<file path="config.mk">
export PLATFORM = sky130hd
export DESIGN_NAME = riscv_core_flat
export DESIGN_NICKNAME = d
export VERILOG_FILES = /design/src/rtl/riscv_core_if.sv /design/src/rtl/riscv_core.sv /design/src/flat_wrapper.sv
export SDC_FILE = /design/constraint.sdc
export NUM_CORES = 2
export LEC_CHECK = 0
export BUFFER_PORTS_ARGS = -buffer_cell sky130_fd_sc_hd__clkbuf_2
export CAP_MARGIN = 20
export CORE_MARGIN = 3
export CORE_UTILIZATION = 50
export DETAILED_ROUTE_END_ITERATION = 6
export PLACE_DENSITY = 0.67
export SLEW_MARGIN = 20
export SYNTH_ARGS = -nofsm -noshare
export SYNTH_HDL_FRONTEND = slang
export SYNTH_SLANG_ARGS = --single-unit
export TNS_END_PERCENT = 20
</file>
<file path="constraint.sdc">
create_clock -name clock -period 11.9 [get_ports clock]
set_clock_uncertainty 0.15 [all_clocks]
set_input_delay 2.38 -clock clock [delete_from_list [all_inputs] [get_ports clock]]
set_output_delay 2.38 -clock clock [all_outputs]
set_load 0.1 [all_outputs]
</file>
<file path="src/rtl/riscv_core_if.sv">
// Instruction-fetch and data-access buses between the core and its memories.
interface riscv_core_if;
   logic [31:0] instruction_address;
   logic [31:0] instruction_data;
   logic [31:0] data_address;
   logic [1:0]  data_width;
   logic [31:0] data_in;
   logic [31:0] data_out;
   logic        data_read;
   logic        data_write;

   // Core side.
   modport master (
      output instruction_address,
      input  instruction_data,
      output data_address,
      output data_width,
      input  data_in,
      output data_out,
      output data_read,
      output data_write
   );

   // Memory side.
   modport slave (
      input  instruction_address,
      output instruction_data,
      input  data_address,
      input  data_width,
      output data_in,
      input  data_out,
      input  data_read,
      input  data_write
   );
endinterface

</file>
<file path="src/rtl/riscv_core.sv">
// Single-cycle RV32I integer core: one instruction fetched, executed and retired per clock.
module riscv_core #(
   parameter logic [31:0] RESET_VECTOR = 32'h0000_0000
) (
   input  logic         clock,
   input  logic         reset,
   riscv_core_if.master bus
);

   localparam int unsigned XLEN = 32;
   localparam int unsigned NREG = 32;

   localparam logic [6:0] OP_LUI    = 7'b0110111;
   localparam logic [6:0] OP_AUIPC  = 7'b0010111;
   localparam logic [6:0] OP_JAL    = 7'b1101111;
   localparam logic [6:0] OP_JALR   = 7'b1100111;
   localparam logic [6:0] OP_BRANCH = 7'b1100011;
   localparam logic [6:0] OP_LOAD   = 7'b0000011;
   localparam logic [6:0] OP_STORE  = 7'b0100011;
   localparam logic [6:0] OP_IMM    = 7'b0010011;
   localparam logic [6:0] OP_REG    = 7'b0110011;

   logic [XLEN-1:0] pc, pc_next, instr;
   logic [XLEN-1:0] regs [NREG];
   logic [6:0]      opcode;
   logic [4:0]      rd, rs1, rs2, shamt;
   logic [2:0]      funct3;
   logic [XLEN-1:0] imm_i, imm_s, imm_b, imm_u, imm_j;
   logic [XLEN-1:0] rs1_val, rs2_val, alu_b, alu_y, load_val, link, jalr_sum;
   logic            take_branch, wr_en, rd_strobe, wr_strobe, load_ok, store_ok;
   logic [XLEN-1:0] wr_data;

   assign instr  = bus.instruction_data;
   assign opcode = instr[6:0];
   assign rd     = instr[11:7];
   assign funct3 = instr[14:12];
   assign rs1    = instr[19:15];
   assign rs2    = instr[24:20];

   assign imm_i = {{20{instr[31]}}, instr[31:20]};
   assign imm_s = {{20{instr[31]}}, instr[31:25], instr[11:7]};
   assign imm_b = {{19{instr[31]}}, instr[31], instr[7], instr[30:25], instr[11:8], 1'b0};
   assign imm_u = {instr[31:12], 12'b0};
   assign imm_j = {{11{instr[31]}}, instr[31], instr[19:12], instr[20], instr[30:21], 1'b0};

   assign rs1_val  = (rs1 == 5'd0) ? '0 : regs[rs1];
   assign rs2_val  = (rs2 == 5'd0) ? '0 : regs[rs2];
   assign link     = pc + 32'd4;
   assign jalr_sum = rs1_val + imm_i;

   // funct3 values 3, 6, 7 have no load; 3 and above have no store.
   assign load_ok  = (funct3[1:0] != 2'b11) && !(funct3[2] && funct3[1]);
   assign store_ok = !funct3[2] && (funct3[1:0] != 2'b11);

   // Shared ALU for register-register and register-immediate operations.
   always_comb begin
      alu_b = (opcode == OP_REG) ? rs2_val : imm_i;
      shamt = alu_b[4:0];
      case (funct3)
         3'd0:    alu_y = (opcode == OP_REG && instr[30]) ? rs1_val - alu_b : rs1_val + alu_b;
         3'd1:    alu_y = rs1_val << shamt;
         3'd2:    alu_y = {31'b0, $signed(rs1_val) < $signed(alu_b)};
         3'd3:    alu_y = {31'b0, rs1_val < alu_b};
         3'd4:    alu_y = rs1_val ^ alu_b;
         3'd5:    alu_y = instr[30] ? XLEN'($signed(rs1_val) >>> shamt) : rs1_val >> shamt;
         3'd6:    alu_y = rs1_val | alu_b;
         default: alu_y = rs1_val & alu_b;
      endcase
   end

   // Branch condition; funct3 values 2 and 3 are never taken.
   always_comb begin
      case (funct3)
         3'd0:    take_branch = (rs1_val == rs2_val);
         3'd1:    take_branch = (rs1_val != rs2_val);
         3'd4:    take_branch = $signed(rs1_val) <  $signed(rs2_val);
         3'd5:    take_branch = $signed(rs1_val) >= $signed(rs2_val);
         3'd6:    take_branch = rs1_val <  rs2_val;
         3'd7:    take_branch = rs1_val >= rs2_val;
         default: take_branch = 1'b0;
      endcase
   end

   // Memory already right-aligned the load data; only width masking and extension remain.
   always_comb begin
      case (funct3)
         3'd0:    load_val = {{24{bus.data_in[7]}}, bus.data_in[7:0]};
         3'd1:    load_val = {{16{bus.data_in[15]}}, bus.data_in[15:0]};
         3'd4:    load_val = {24'b0, bus.data_in[7:0]};
         3'd5:    load_val = {16'b0, bus.data_in[15:0]};
         default: load_val = bus.data_in;
      endcase
   end

   // Instruction control: next PC, register write-back and bus strobes.
   always_comb begin
      pc_next   = link;
      wr_en     = 1'b0;
      wr_data   = '0;
      rd_strobe = 1'b0;
      wr_strobe = 1'b0;
      case (opcode)
         OP_LUI:   begin wr_en = 1'b1; wr_data = imm_u; end
         OP_AUIPC: begin wr_en = 1'b1; wr_data = pc + imm_u; end
         OP_JAL:   begin wr_en = 1'b1; wr_data = link; pc_next = pc + imm_j; end
         OP_JALR: begin
            if (funct3 == 3'd0) begin
               wr_en   = 1'b1;
               wr_data = link;
               pc_next = {jalr_sum[31:1], 1'b0};
            end
         end
         OP_BRANCH: if (take_branch) pc_next = pc + imm_b;
         OP_LOAD: begin
            if (load_ok) begin
               rd_strobe = 1'b1;
               wr_en     = 1'b1;
               wr_data   = load_val;
            end
         end
         OP_STORE: wr_strobe = store_ok;
         OP_IMM, OP_REG: begin wr_en = 1'b1; wr_data = alu_y; end
         default: ;
      endcase
   end

   assign bus.instruction_address = pc;
   assign bus.data_address = rs1_val + ((opcode == OP_STORE) ? imm_s : imm_i);
   assign bus.data_width   = (rd_strobe || wr_strobe) ? funct3[1:0] : 2'd2;
   assign bus.data_out     = rs2_val;
   assign bus.data_read    = rd_strobe & reset;
   assign bus.data_write   = wr_strobe & reset;

   // PC and register file update; reset discards the instruction in flight.
   always_ff @(posedge clock) begin
      if (!reset) begin
         pc <= RESET_VECTOR;
         for (int i = 0; i < NREG; i++) regs[i] <= '0;
      end else begin
         pc <= pc_next;
         if (wr_en && rd != 5'd0) regs[rd] <= wr_data;
      end
   end

endmodule

</file>
<file path="src/flat_wrapper.sv">
// flat-port wrapper written by rule: the top's interface ports become plain ports
module riscv_core_flat 
#(
   parameter logic [31:0] RESET_VECTOR = 32'h0000_0000
)
  (clock, reset, bus_instruction_address, bus_instruction_data, bus_data_address, bus_data_width, bus_data_in, bus_data_out, bus_data_read, bus_data_write);
  riscv_core_if bus_i ();
  input  logic clock;
  input  logic reset;
  output wire logic [$bits(bus_i.instruction_address)-1:0] bus_instruction_address;
  input wire logic [$bits(bus_i.instruction_data)-1:0] bus_instruction_data;
  output wire logic [$bits(bus_i.data_address)-1:0] bus_data_address;
  output wire logic [$bits(bus_i.data_width)-1:0] bus_data_width;
  input wire logic [$bits(bus_i.data_in)-1:0] bus_data_in;
  output wire logic [$bits(bus_i.data_out)-1:0] bus_data_out;
  output wire logic [$bits(bus_i.data_read)-1:0] bus_data_read;
  output wire logic [$bits(bus_i.data_write)-1:0] bus_data_write;
  assign bus_instruction_address = bus_i.instruction_address;
  assign bus_i.instruction_data = bus_instruction_data;
  assign bus_data_address = bus_i.data_address;
  assign bus_data_width = bus_i.data_width;
  assign bus_i.data_in = bus_data_in;
  assign bus_data_out = bus_i.data_out;
  assign bus_data_read = bus_i.data_read;
  assign bus_data_write = bus_i.data_write;
  riscv_core #(.RESET_VECTOR(RESET_VECTOR)) u_core (.clock(clock), .reset(reset), .bus(bus_i));
endmodule
</file>
# [Word level (Yosys, flattened, before mapping)]
# Memories as Yosys holds them, arrays and structs flattened.
# Cells that the tools add are included.
[op_classes] n_addsub=8 magnitude_cmp=6 eq_ne=19 n_shift=3 mux=28 n_bitwise=5 n_reduce_logical=15
[op_table] cell="$mux 32" n=10
[op_table] cell="$pmux 32 s7" n=1
[op_table] cell="$add 32x32->32" n=6
[op_table] cell="$pmux 32 s6" n=1
[op_table] cell="$lt 32x32->1" n=4
[op_table] cell="$pmux 32 s4" n=1
[op_table] cell="$pmux 32 s3" n=1
[op_table] cell="$ge 32x32->1" n=2
[op_table] cell="$add 32x3->32 const B" n=1
[op_table] cell="$and 32x32->32" n=1
[op_table] cell="$eq 32x32->1" n=1
[op_table] cell="$ne 32x32->1" n=1
[op_table] cell="$or 32x32->32" n=1
[op_table] cell="$reduce_or 32->1" n=1
[op_table] cell="$shl 32x5->32" n=1
[op_table] cell="$shr 32x5->32" n=1
[op_table] cell="$sshr 32x5->32" n=1
[op_table] cell="$sub 32x32->32" n=1
[op_table] cell="$xor 32x32->32" n=1
[op_table] cell="$eq 7x6->1 const B" n=3
[op_table] cell="$eq 7x7->1 const B" n=3
[op_table] cell="$eq 7x5->1 const B" n=2
[op_table] cell="$eq 3x3->1 const B" n=4
[op_table] cell="$logic_not 5->1" n=2
[op_table] cell="other kinds (17)" n=33
[totals] regBits=32 mem_bits_rw=1024 input_bits=66 out_inout_bits=100 wordCells=86 mem_count=1
[memory_table] name="u_core.regs" depth=32 width=32 read_ports=2 rd_ports_with_merged_regs=0 write_ports=32 line_no="riscv_core.sv:24" source="logic [XLEN-1:0] regs [NREG];"

# [Longest topological paths before layout]
[logic_depth] depth_word=11 ltp_mapped=30 depth_no_buf=20

# [Least setup slack after synthesis]
# No wires, ideal clock.
[synth_timing] path_type="input port to output port" from="input port bus_instruction_data[3]" to="output port bus_data_write" arrival_time_ns=8.417 slack_ns=0.953 path_stages=7 n_path_buf=2 path_cell_list="clkbuf_1 > or2_2 > clkbuf_1 > or4_1 > inv_1 > nand2_1 > a2111oi_0"
[synth_between] elab_chain_len=3
[synth_rtl] element="start, declared" line_no="flat_wrapper.sv:11" source="input wire logic [$bits(bus_i.instruction_data)-1:0] bus_instruction_data;"
[synth_rtl] element="$eq 7x6->1" line_no="riscv_core.sv:102" source="case (opcode)"
[synth_rtl] element="$mux 1" line_no="riscv_core.sv:102"
[synth_rtl] element="$and 1x1->1" line_no="riscv_core.sv:132" source="assign bus.data_write = wr_strobe & reset;"
[synth_rtl] element="end, declared" line_no="flat_wrapper.sv:17" source="output wire logic [$bits(bus_i.data_write)-1:0] bus_data_write;"
# No other way between the ends.

# [Worst setup path after layout]
[layout_timing] from="input port bus_instruction_data[18]" to="output port bus_data_address[31]"
[layout_between] elab_chain_len=3
[layout_rtl] element="$mem_v2 32x32 or $logic_not 5->1 (tied branches)"
[layout_rtl] element="$mux 32 (*)" line_no="riscv_core.sv:46" source="assign rs1_val = (rs1 == 5'd0) ? '0 : regs[rs1];"
[layout_rtl] element="$add 32x32->32 (*)" line_no="riscv_core.sv:128" source="assign bus.data_address = rs1_val + ((opcode == OP_STORE) ? imm_s : imm_i);"
[layout_rtl] element="end, declared" line_no="flat_wrapper.sv:12" source="output wire logic [$bits(bus_i.data_address)-1:0] bus_data_address;"
# Mark *: on every way between the ends. The rest lies on a longest branch, timed or not.

==> flow_metrics.py <==
metrics = {
    "worst_setup_path": {
        "crit_type": "in2out",
        "path_max_fanout": 30,
        "worstPathArrival_ns": 8.53,
        "cp-end-kind": "primary output",
        "required_ns": 9.37,
        "start_kind": "primary input",
    },
    "synth": {
        "ys_seq_area_share_pct": 42.5,
        "synth-edff-count": 1024,
        "synth.top_cells.by_area": "edfxtp_1, mux4_2, mux2i_1",
        "ys_warn_count": 0,
        "synth_top_area_share_pct": 41.7,
        "syn_inst": 6884,
        "synth_common_cells": "edfxtp_1, nor2_1, a21oi_1",
        "synth.avg_cell_area_um2": 10.7,
        "synth_area_um2": 73800,
        "async_flop_share_pct": 0,
        "synthFlopType": "edfxtp_1",
        "ys_types": 114,
        "ys_ff_latch": 1055,
        "synth_top_area_cell": "edfxtp_1",
        "synth.most_common_cell": "edfxtp_1",
    },
    "clocking": {
        "cts_resized": 0,
        "clk_pin_slew_ns": 0.06,
        "hold_buffers": 0,
        "cts_buffers": 112,
        "post_cts_buffers": 0,
        "cts_tree": "done",
        "cts_max_level": 3,
        "cts_root_buffer": "clkbuf_16",
        "clock-sinks": 1055,
        "clock_latency_ns": 0.76,
        "cts_buffer_depth": 3,
    },
    "global_route": {
        "grt_start_max_net_pins": 91,
        "grt_overflow_total": 0,
        "grt_pass1_vias": 64000,
        "grt_usage_pct": 49.2,
        "grt_pass1_wl_um": 521000,
        "antenna_found_initial": 17,
    },
    "floorplan": {
        "io-pin-count": 166,
        "core_um2": 146000,
        "die_w_um": 390,
        "die_area_um2": 152000,
        "start_util_pct": 50.5,
        "rows": 140,
        "die_y_um": 390,
    },
    "timing": {
        "fin_ws_ns": 0.837,
        "setup_tns_ns": 0,
        "hold_viol": 0,
        "max_freq_ghz": 0.0904,
        "rsz0062_at_grt": "no",
        "setup_viol": 0,
        "max_slew_margin_pct": 15.3,
        "fin_crit_ns": 11.06,
        "worstMarginPinSlew_ns": 1.26,
        "slew_viol_final": 0,
        "fin_crit_sh_pct": 93.0,
    },
    "placed_design": {
        "portBuffers": 164,
        "gp_congestion": 1.09,
        "pre_cts_slack_ns": 1.19,
        "dp_hpwl_um": 265000,
    },
    "job": {
        "cap_violations": 0,
    },
    "drt": {
        "routed_wl_um": 383000,
        "num_vias": 68000,
        "wl_per_cell_um": 43.1,
        "vias_per_cell": 7.66,
        "ant_nets": 0,
        "route.detailed.drc": 0,
        "drt-pass1-iter-count": 7,
        "drt_iter0_drc": 12200,
    },
    "cells_and_area": {
        "area_delta_synth_final_pct": 9.55,
        "drive_gt1_share_pct": 18.8,
        "nets": 7159,
    },
    "min_path": {
        "hold_path.class": "reg2reg",
    },
    "power": {
        "irDropWorstVdd_mv": 0.126,
        "leakagePower_nw": 29.4,
        "p_per_area_nw_per_um2": 136,
    },
    "status": {
        "status": "finished, final reports clean",
    },
}
-- metrics by stage --
| step | total power, W | std cells | cell area, um2 | hold slack [ns] | utilization (%) |
|---|---|---|---|---|---|
| after floorplan | 0.00631 | 6916 | 73900 | 0.875 | - |
| after global placement | 0.00750 | 8668 | 77300 | 0.550 | 52.9 |
| after detailed placement | 0.00751 | 8670 | 77300 | 0.576 | 52.9 |
| after CTS | 0.0109 | 8873 | 80800 | 0.592 | 55.3 |
| after global routing | 0.0112 | 8874 | 80800 | 0.647 | 55.3 |
| final | 0.0110 | 8887 | 80900 | 0.613 | 55.4 |
-- metal layers --
metal | vias to the layer above | GRT usage [%] | wire [um]
met2 | 6575 | 68.7 | 156000
met3 | 1591 | 17.3 | 58200
met1 | 33500 | 63.5 | 136000
met4 | 12 | 35.0 | 33800
li1 | 26300 | - | -
met5 | - | 0 | 71
-- area by class of cell --
type                    count  area [um2]
fillers                 12600       65200
multi-input cells        5050       39500
flip-flops and latches   1055       31400
repair buffers            472        3340
clock buffers             145        2990
well taps                1917        2400
inverters                 177         668
clock inverters            58         526
diodes                     13        32.5
-- cells in the final DEF, fill, tap and decap left out, drive strengths merged, types with 25 or more instances in the layout --
cell type,count
a22oi,115
nor2,1003
dfxtp,31
or3,30
clkbuf,298
mux2,45
nor3,168
mux4,401
conb,33
o21bai,40
inv,179
o211ai,41
a21oi,543
xor2,47
mux2i,384
nand4,42
clkinv,48
o31ai,28
nand2,415
ha,218
buf,319
nor2b,27
and3,37
o21a,31
and2,34
o21ai,235
o221ai,35
xnor2,115
a211o,32
o22ai,93
a21o,99
edfxtp,1024
nand2b,68
a211oi,99
nor4,33
a31oi,60
nand3,95
a2111oi,25
-- logic make-up after synthesis --
logic type	share of synthesized area, %
flops	42.5
buf+inv	4.98
other cells	0.00508
compound gates	16.0
xor+xnor	1.92
simple gates	12.6
fa+ha+maj	3.88
mux	18.1
-- registers in the layout, summed over array words and instances, names as in the netlist --
| register | count |
|---|---|
| u_core.bus.instruction_address | 31 |
| u_core.regs | 1024 |
-- report_power, final --
group / leakage (nW) / total [W] / internal, W / switching (W)
registers: 10.8 / 0.00428 / 0.00420 / 0.0000813
logic: 16.9 / 0.00331 / 0.000887 / 0.00243
clock network: 1.71 / 0.00345 / 0.00192 / 0.00153
-- worst paths after layout --
path	end	start	slack (ns)	depth (start not counted)
setup / recovery	bus_data_address[31]	bus_instruction_data[18]	0.84	18
hold / removal	u_core.bus.instruction_address[31]	u_core.bus.instruction_address[31]	0.61	3
setup reg to reg	u_core.regs[9][29]	u_core.regs[8][3]	4.58	18
hold reg to reg	u_core.bus.instruction_address[31]	u_core.bus.instruction_address[31]	0.61	3
-- worst max-delay path, cell delays in order --
cell and delay (ns):
clkbuf_2 0.56, nand4b_1 0.86, buf_4 0.32, o22ai_1 0.11, nor4_1 0.99, nand3_1 0.17
buf_4 0.24, inv_1 0.30, ha_1 0.45, a21o_1 0.25, a21o_1 0.18, a21oi_1 0.20
o21ai_0 0.14, a221o_1 0.34, a21oi_1 0.17, o21ai_0 0.14, xnor2_1 0.17, clkbuf_2 0.48
No activity file was read; power rests on OpenSTA's default activity.
